`src/rtl/bin2bcd_seq_if.sv`:
```
// rtl/bin2bcd_seq_if.sv - request/result bundle between a binary source and the BCD converter
// Ports (master = requester, slave = converter):
//   bin_in  [IN_W-1:0]  master->slave  unsigned value to convert
//   start               master->slave  conversion request
//   busy                slave->master  conversion in progress
//   done                slave->master  one-cycle pulse, bcd_out/ovf just updated
//   ovf                 slave->master  last accepted value was clamped
//   bcd_out [15:0]      slave->master  packed BCD, thousands in [15:12]
interface bin2bcd_seq_if #(
    parameter int IN_W = 14
);
    logic [IN_W-1:0] bin_in;
    logic            start;
    logic            busy;
    logic            done;
    logic            ovf;
    logic [15:0]     bcd_out;

    modport master (
        output bin_in, start,
        input  busy, done, ovf, bcd_out
    );

    modport slave (
        input  bin_in, start,
        output busy, done, ovf, bcd_out
    );
endinterface

```
`src/rtl/bin2bcd_seq.sv`:
```
// rtl/bin2bcd_seq.sv - sequential double-dabble binary-to-BCD converter, one bit per clock
// Ports:
//   clk  system clock
//   rst  asynchronous active-high reset
//   bus  bin2bcd_seq_if.slave: bin_in/start in; busy/done/ovf/bcd_out out
module bin2bcd_seq #(
    parameter int IN_W    = 14,
    parameter int MAX_VAL = 9999
) (
    input  logic         clk,
    input  logic         rst,
    bin2bcd_seq_if.slave bus
);
    localparam int                CNT_W    = $clog2(IN_W + 1);
    localparam logic [IN_W-1:0]   MAX_BIN  = IN_W'(MAX_VAL);
    localparam logic [CNT_W-1:0]  LAST_CNT = CNT_W'(IN_W - 1);

    typedef enum logic [1:0] {
        S_IDLE,
        S_SHIFT,
        S_DONE
    } state_t;

    state_t            state_q, state_d;
    logic [IN_W-1:0]   bin_q, bin_d;
    logic [15:0]       scratch_q, scratch_d;
    logic [CNT_W-1:0]  cnt_q, cnt_d;
    logic              ovf_pend_q, ovf_pend_d;
    logic              busy_q, busy_d;
    logic              done_q, done_d;
    logic              ovf_q, ovf_d;
    logic [15:0]       bcd_q, bcd_d;

    logic [15:0]       adj;
    logic [16+IN_W-1:0] shifted;

    // Add-3 correction per nibble; carries never cross nibbles because a
    // corrected digit (5..9 -> 8..12) still fits in 4 bits.
    always_comb begin
        adj = scratch_q;
        for (int i = 0; i < 4; i++) begin
            if (scratch_q[4*i +: 4] >= 4'd5) begin
                adj[4*i +: 4] = scratch_q[4*i +: 4] + 4'd3;
            end
        end
        shifted = {adj, bin_q} << 1;
    end

    always_comb begin
        state_d    = state_q;
        bin_d      = bin_q;
        scratch_d  = scratch_q;
        cnt_d      = cnt_q;
        ovf_pend_d = ovf_pend_q;
        busy_d     = busy_q;
        done_d     = 1'b0;
        ovf_d      = ovf_q;
        bcd_d      = bcd_q;

        case (state_q)
            S_IDLE: begin
                if (bus.start) begin
                    // Clamping keeps the result within four BCD digits.
                    if (bus.bin_in > MAX_BIN) begin
                        bin_d      = MAX_BIN;
                        ovf_pend_d = 1'b1;
                    end else begin
                        bin_d      = bus.bin_in;
                        ovf_pend_d = 1'b0;
                    end
                    scratch_d = 16'h0000;
                    cnt_d     = '0;
                    busy_d    = 1'b1;
                    state_d   = S_SHIFT;
                end
            end
            S_SHIFT: begin
                scratch_d = shifted[16+IN_W-1:IN_W];
                bin_d     = shifted[IN_W-1:0];
                cnt_d     = cnt_q + 1'b1;
                if (cnt_q == LAST_CNT) begin
                    state_d = S_DONE;
                end
            end
            S_DONE: begin
                bcd_d   = scratch_q;
                ovf_d   = ovf_pend_q;
                done_d  = 1'b1;
                busy_d  = 1'b0;
                state_d = S_IDLE;
            end
            default: begin
                state_d = S_IDLE;
                busy_d  = 1'b0;
            end
        endcase
    end

    always_ff @(posedge clk or posedge rst) begin
        if (rst) begin
            state_q    <= S_IDLE;
            bin_q      <= '0;
            scratch_q  <= 16'h0000;
            cnt_q      <= '0;
            ovf_pend_q <= 1'b0;
            busy_q     <= 1'b0;
            done_q     <= 1'b0;
            ovf_q      <= 1'b0;
            bcd_q      <= 16'h0000;
        end else begin
            state_q    <= state_d;
            bin_q      <= bin_d;
            scratch_q  <= scratch_d;
            cnt_q      <= cnt_d;
            ovf_pend_q <= ovf_pend_d;
            busy_q     <= busy_d;
            done_q     <= done_d;
            ovf_q      <= ovf_d;
            bcd_q      <= bcd_d;
        end
    end

    assign bus.busy    = busy_q;
    assign bus.done    = done_q;
    assign bus.ovf     = ovf_q;
    assign bus.bcd_out = bcd_q;
endmodule

```
`src/flat_wrapper.sv`:
```
// flat-port wrapper written by rule: the top's interface ports become plain ports
module bin2bcd_seq_flat 
#(
    parameter int IN_W    = 14,
    parameter int MAX_VAL = 9999
)
  (clk, rst, bus_bin_in, bus_start, bus_busy, bus_done, bus_ovf, bus_bcd_out);
  bin2bcd_seq_if #(.IN_W(IN_W)) bus_i ();
  input  logic clk;
  input  logic rst;
  input wire logic [$bits(bus_i.bin_in)-1:0] bus_bin_in;
  input wire logic [$bits(bus_i.start)-1:0] bus_start;
  output wire logic [$bits(bus_i.busy)-1:0] bus_busy;
  output wire logic [$bits(bus_i.done)-1:0] bus_done;
  output wire logic [$bits(bus_i.ovf)-1:0] bus_ovf;
  output wire logic [$bits(bus_i.bcd_out)-1:0] bus_bcd_out;
  assign bus_i.bin_in = bus_bin_in;
  assign bus_i.start = bus_start;
  assign bus_busy = bus_i.busy;
  assign bus_done = bus_i.done;
  assign bus_ovf = bus_i.ovf;
  assign bus_bcd_out = bus_i.bcd_out;
  bin2bcd_seq #(.IN_W(IN_W), .MAX_VAL(MAX_VAL)) u_core (.clk(clk), .rst(rst), .bus(bus_i));
endmodule
```
`config.mk`:
```
export PLATFORM = sky130hd
export DESIGN_NAME = bin2bcd_seq_flat
export DESIGN_NICKNAME = d
export VERILOG_FILES = /design/src/rtl/bin2bcd_seq_if.sv /design/src/rtl/bin2bcd_seq.sv /design/src/flat_wrapper.sv
export SDC_FILE = /design/constraint.sdc
export NUM_CORES = 1
export LEC_CHECK = 0
export BUFFER_PORTS_ARGS = -buffer_cell sky130_fd_sc_hd__buf_2
export CAP_MARGIN = 10
export CORE_MARGIN = 4
export CORE_UTILIZATION = 43
export CTS_BUF_LIST = sky130_fd_sc_hd__clkbuf_16
export CTS_CLUSTER_SIZE = 30
export DETAILED_ROUTE_END_ITERATION = 8
export PLACE_DENSITY = 0.58
export SLEW_MARGIN = 20
export SYNTH_ARGS = -nofsm -noshare
export SYNTH_HDL_FRONTEND = slang
export SYNTH_SLANG_ARGS = --single-unit
```
`constraint.sdc`:
```
create_clock -name clk -period 1.5 [get_ports clk]
set_input_delay 0 -clock clk [delete_from_list [all_inputs] [get_ports clk]]
set_output_delay 0 -clock clk [all_outputs]
set_load 0.005 [all_outputs]
```
Word level (Yosys, flattened, before mapping)
Cells that the tools add are included.
{"block": "word_totals", "inputBits": 17, "register_bits": 56, "word_cells": 49, "out_inout_bits": 19}
{"block": "classes", "add_sub_neg": 5, "n_bitwise": 1, "n_eq_ne": 5, "mux": 18, "order_cmp": 5, "n_reduce_logical": 6}
{"operator": "16-bit one-hot mux with 2 select lines", "n": 1}
{"operator": "14-bit two-way mux", "n": 2}
{"operator": "14-bit one-hot mux with 2 select lines", "n": 1}
{"operator": "4-bit by 3-bit >= comparator with 1-bit output (second input constant)", "n": 4}
{"operator": "16-bit two-way mux", "n": 1}
{"operator": "4-bit two-way mux", "n": 4}
{"operator": "14-bit greater-than comparator (second input constant)", "n": 1}
{"operator": "4-bit by 2-bit adder with 4-bit output (second input constant)", "n": 3}
{"operator": "4-bit one-hot mux with 2 select lines", "n": 1}
{"operator": "2-bit AND reduction", "n": 4}
{"operator": "4-bit by 1-bit adder with 4-bit output (second input constant)", "n": 1}
{"operator": "4-bit == test (second input constant)", "n": 1}
{"operator": "2-bit two-way mux", "n": 2}
{"operator": "2-bit one-hot mux with 2 select lines", "n": 1}
{"operator": "3-bit by 2-bit adder with 3-bit output (second input constant)", "n": 1}
{"operator": "1-bit two-way mux", "n": 3}
{"operator": "3-bit two-way mux", "n": 1}
{"operator": "2-bit by 1-bit == test with 1-bit output (second input constant)", "n": 1}
{"operator": "2-bit == test (second input constant)", "n": 1}
{"operator": "2-bit zero test", "n": 1}
{"operator": "2-bit by 1-bit inequality test with 1-bit output (second input constant)", "n": 1}
{"operator": "2-bit inequality test (second input constant)", "n": 1}
{"operator": "1-bit one-hot mux with 2 select lines", "n": 1}
{"operator": "2-bit nonzero test", "n": 1}
{"operator": "1-bit NOT", "n": 1}

Logic depth before layout (Yosys ltp)
{"block": "depth", "word_depth": 4, "mapped_depth": 7, "mapped_depth_nobuf": 5}

Worst setup path before layout
Ideal clock, no wire load.
{"block": "synth_timing", "path_type": "flip-flop to flip-flop", "start": "register u_core.state_q[0]", "end": "register u_core.bin_q[1]", "setup_time_ps": 128, "required_ps": 1372, "period_less_slack_ps": 1375, "path_buffers": 2, "path_stages_with_launch": 6, "arrival_time_ps": 1248, "slack_ps": 125, "cell_sequence": "dfrtp_1 -> buf_6 -> or3b_4 -> buf_6 -> nor3_1 -> a21oi_1"}
{"block": "synth_via", "elab_chain_len": 3, "word_cells_on_any_way": 6, "classes_between": "2 x eq/ne; 1 x mux; 3 x reduce/logical"}
{"item": "from (decl)", "line": "bin2bcd_seq.sv:24", "text": "state_t state_q, state_d;"}
{"item": "from (signal assigned)", "line": "bin2bcd_seq.sv:111", "text": "state_q <= state_d;"}
{"item": "2-bit by 1-bit == test with 1-bit output or 2-bit zero test (tied branches)", "line": "bin2bcd_seq.sv:60", "text": "case (state_q)"}
{"item": "2-bit nonzero test (no line) or 2-bit inequality test (tied branches)"}
{"item": "2-bit AND reduction (no line)"}
{"item": "to (signal assigned)", "line": "bin2bcd_seq.sv:112", "text": "bin_q <= bin_d;"}
{"item": "to (decl)", "line": "bin2bcd_seq.sv:25", "text": "logic [IN_W-1:0] bin_q, bin_d;"}
Parallel ways exist; a longest one is shown, timed or not.
A chain may end at the register's enable or synchronous reset.

Worst setup path after layout
{"block": "layout_timing", "start": "register u_core.state_q[0]", "end": "register u_core.bin_q[7]"}
Same word-level chain as after synthesis.

==> metrics.csv <==
stage,metric,value,unit
timing,Worst Tran Pin Value,0.7102,ns
pwr,pwr dens,1986,nW/µm²
synth,Area contributors post-synth,"dfrtp_1, ha_1, nand2_1, o21ai_0, inv_1",
timing,fin crit period,1.427,ns
floorplan,Std-Cell Rows,28,
synth,Yosys top cell by area,dfrtp_1,
outcome,failing checks,negative hold slack,
clock_tree,CTS max path bufs,2,
pwr,maximum vdd drop,0.8044,mV
timing,Final period util,0.9515,
synth,Mapped Nets,283,
critical_path,crit path kind,reg -> reg,
clock_tree,Num CTS Buffers,5,
timing,fin. max-slew vios,0,
global_routing,antenna violations before repair,0,
critical_path,CP max stage cell,or3b_4,
critical_path,Crit path max-delay family,simple AND/OR/NAND/NOR gates,
critical_path,Worst setup SP type,flip-flop,
timing,Setup-failing EPs final,0,
synth,"Seq/Total Area, Yosys",0.5217,
layout,Fillers,538,
routing,Via density,5.309,
clock_tree,clk root buf,clkbuf_16,
timing,Relative slew margins,0.5256,
floorplan,Core ar.,5991,µm²
routing,via count,2076,
timing,Final TNS setup,0,ns
layout,most frequent cells in the layout,"dfrtp_1, buf_2, nand2_1",
synth,Synth top area share,0.5217,
routing,wire per inst,14.39,µm
hold_path,Hold Crit Class,in -> reg,
routing,initial drt markers,66,
routing,"wirelength, routed",5628,µm
global_routing,number of global-route vias before repair,2043,
synth,Mapped Cells,256,
global_routing,Total GRT Usage,0.1589,
place,DP HPWL,3832,µm
synth,Synth Area per Inst,10.49,µm²
floorplan,io pins,36,
synth,synth unique cells,42,
clock_tree,H-tree Lvls,2,
clock_tree,clock latency on the worst-skew pair,0.29,ns
layout,Area Growth Syn to Fin,25.15,%
floorplan,die width,87.04,µm
floorplan,die area,7576,µm²
clock_tree,clock sinks,56,
place,DP Area,3018,µm²
synth,cell area after synthesis,2686,µm²
critical_path,CP Cell Sequence,buf_4 > or3b_4 > a211oi_4 > a21o_1,
timing,worst setup margin,0.07270,ns
synth,Yosys reg bits,56,
pwr,leakage,0.001599,µW
layout,Antenna diodes,0,
layout,layout cell share with drive strength beyond 1,0.2563,
clock_tree,CTS tree,done,
layout,final non-filler cell area,3362,µm²
place,IO buf count,35,
outcome,outcome,"complete, but fails checks",
timing,setup repair after global routing missed its margin,true,
floorplan,Initial Util,0.4484,
global_routing,global-route wire length before repair,9597,µm
global_routing,GRT Residual Overflow,0,
critical_path,Worst Setup End Kind,flip-flop,
critical_path,Worst Path Arrival,1.66,ns
pwr,total power draw,6676,µW
global_routing,pin count of the biggest net entering global routing,35,
floorplan,Die Height,87.04,µm
critical_path,Buffers & Inverters on Critical Path,1,
routing,DRC viols,0,
synth,Yosys warning count,0,
timing,Final Hold Fails,1,
critical_path,Crit path largest cell delay,0.44,ns
timing,top achievable clock speed,0.7006,GHz
run,max-cap violations,0,
critical_path,CP required,1.73,ns
timing,worst clock skew,0.005750,ns
routing,DRT Pass-1 Iters,4,
layout,"commonest non-fill, non-tap cell in the layout",dfrtp_1,
routing,post-route ant nets,0,
place,Final Wtd Congestion,0.8191,
timing,Worst Hold Margin,-0.001163,ns
place,Setup WS pre-CTS,0.03228,ns
critical_path,CP Max Fanout,8,
clock_tree,clk slew on worst S/H paths,0.07,ns
layout,fin nets,342,
-- metal layers --
metal,up-vias,global-route usage,routed length [µm]
li1,1037,-,-
met5,-,0,0
met1,988,0.2148,2567
met3,4,0.02933,272
met4,0,0.04249,46
met2,47,0.2622,2742
-- tightest hold or removal path: stages --
cell and delay, ns:
buf_2 0.08, nor3_2 0.04, a21oi_1 0.13
-- synth_stat cells --
cell type	number
or4_1	1
o31ai_2	1
buf_4	1
nor2_1	6
o21ai_0	21
and4_1	1
buf_6	4
nor3b_2	1
xnor2_1	4
o211ai_1	4
nor3_1	6
a22o_1	6
mux2_2	1
clkbuf_1	2
o21ba_2	1
o21ai_1	7
ha_1	10
nor2b_1	5
and3_1	1
o2111ai_1	8
mux2i_1	1
a211oi_4	1
a311oi_1	1
or3b_4	1
nand3b_1	1
nand2_1	29
buf_2	6
o21a_1	5
nand2b_1	6
o22ai_1	4
o32ai_1	3
and2_1	1
inv_1	21
a32o_1	4
nand4_1	1
a21o_1	7
dfrtp_1	56
o31ai_1	4
o21bai_1	1
nand3_1	3
a21oi_1	5
o221ai_1	4
-- power breakdown --
| part | internal (µW) | leakage, µW | total (µW) | switching [µW] |
|---|---|---|---|---|
| logic | 1400 | 0.000793 | 2870 | 1460 |
| clock network | 794 | 0.0000804 | 1330 | 538 |
| registers | 2110 | 0.000726 | 2480 | 371 |
-- cell families (layout without fill, tap and decap cells) --
kind of cell,count (synthesis),in the layout,synth area share
buf+inv,34,93,0.06288
flops,56,56,0.5217
fa+ha+maj,10,10,0.04658
simple gates,63,64,0.1160
mux,2,2,0.007918
xor+xnor,4,4,0.01304
compound gates,87,87,0.2320
-- flip-flops by register name, indices dropped and copies added (netlist names) --
signal,cells
u_core.bus.done,1
u_core.bin_q,14
u_core.bus.ovf,1
u_core.ovf_pend_q,1
u_core.bus.busy,1
u_core.bus.bcd_out,16
u_core.state_q,2
u_core.cnt_q,4
u_core.scratch_q,16
-- through the flow --
| stage | cells | utilization | hold slack (ns) |
|---|---|---|---|
| floorplan | 256 | - | 0.1163 |
| global placement | 368 | 0.5038 | 0.06124 |
| detailed placement | 368 | 0.5038 | 0.06207 |
| CTS | 386 | 0.5491 | 0.0009805 |
| global route | 391 | 0.5612 | 0.02169 |
| finish | 391 | 0.5612 | -0.001163 |
-- area by class of cell --
| cell class | instances | area, µm² | share of cell area |
|---|---|---|---|
| clock buffer | 5 | 125.1 | 0.03722 |
| clock inverter | 3 | 46.29 | 0.01377 |
| inverter | 21 | 78.83 | 0.02345 |
| multi-input combinational | 167 | 1157 | 0.3443 |
| sequential | 56 | 1401 | 0.4168 |
| tap | 75 | 93.84 | 0.02791 |
| timing repair buffer | 64 | 459.2 | 0.1366 |
-- worst paths after layout --
check | start | to | slack, ns | cells past startpoint
min in group asynchronous | rst | u_core.bus.bcd_out[10] | 0.28 | 4
min reg2reg | u_core.cnt_q[3] | u_core.cnt_q[3] | 0.47 | 1
max | u_core.state_q[0] | u_core.bin_q[7] | 0.07 | 4
max reg2reg | u_core.state_q[0] | u_core.bin_q[7] | 0.07 | 4
max in group asynchronous | rst | u_core.bin_q[13] | 0.84 | 4
min | bus_bin_in[1] | u_core.bin_q[1] | -0.001 | 3
-- repair_timing --
item                                   CTS  global route
hold buffers                            10             0
endpoints found under the hold margin   65             0
gates resized for setup                  0            12
setup endpoints to repair                0            15
setup buffers                            0             4
No activity file was read; power rests on OpenSTA's default activity.
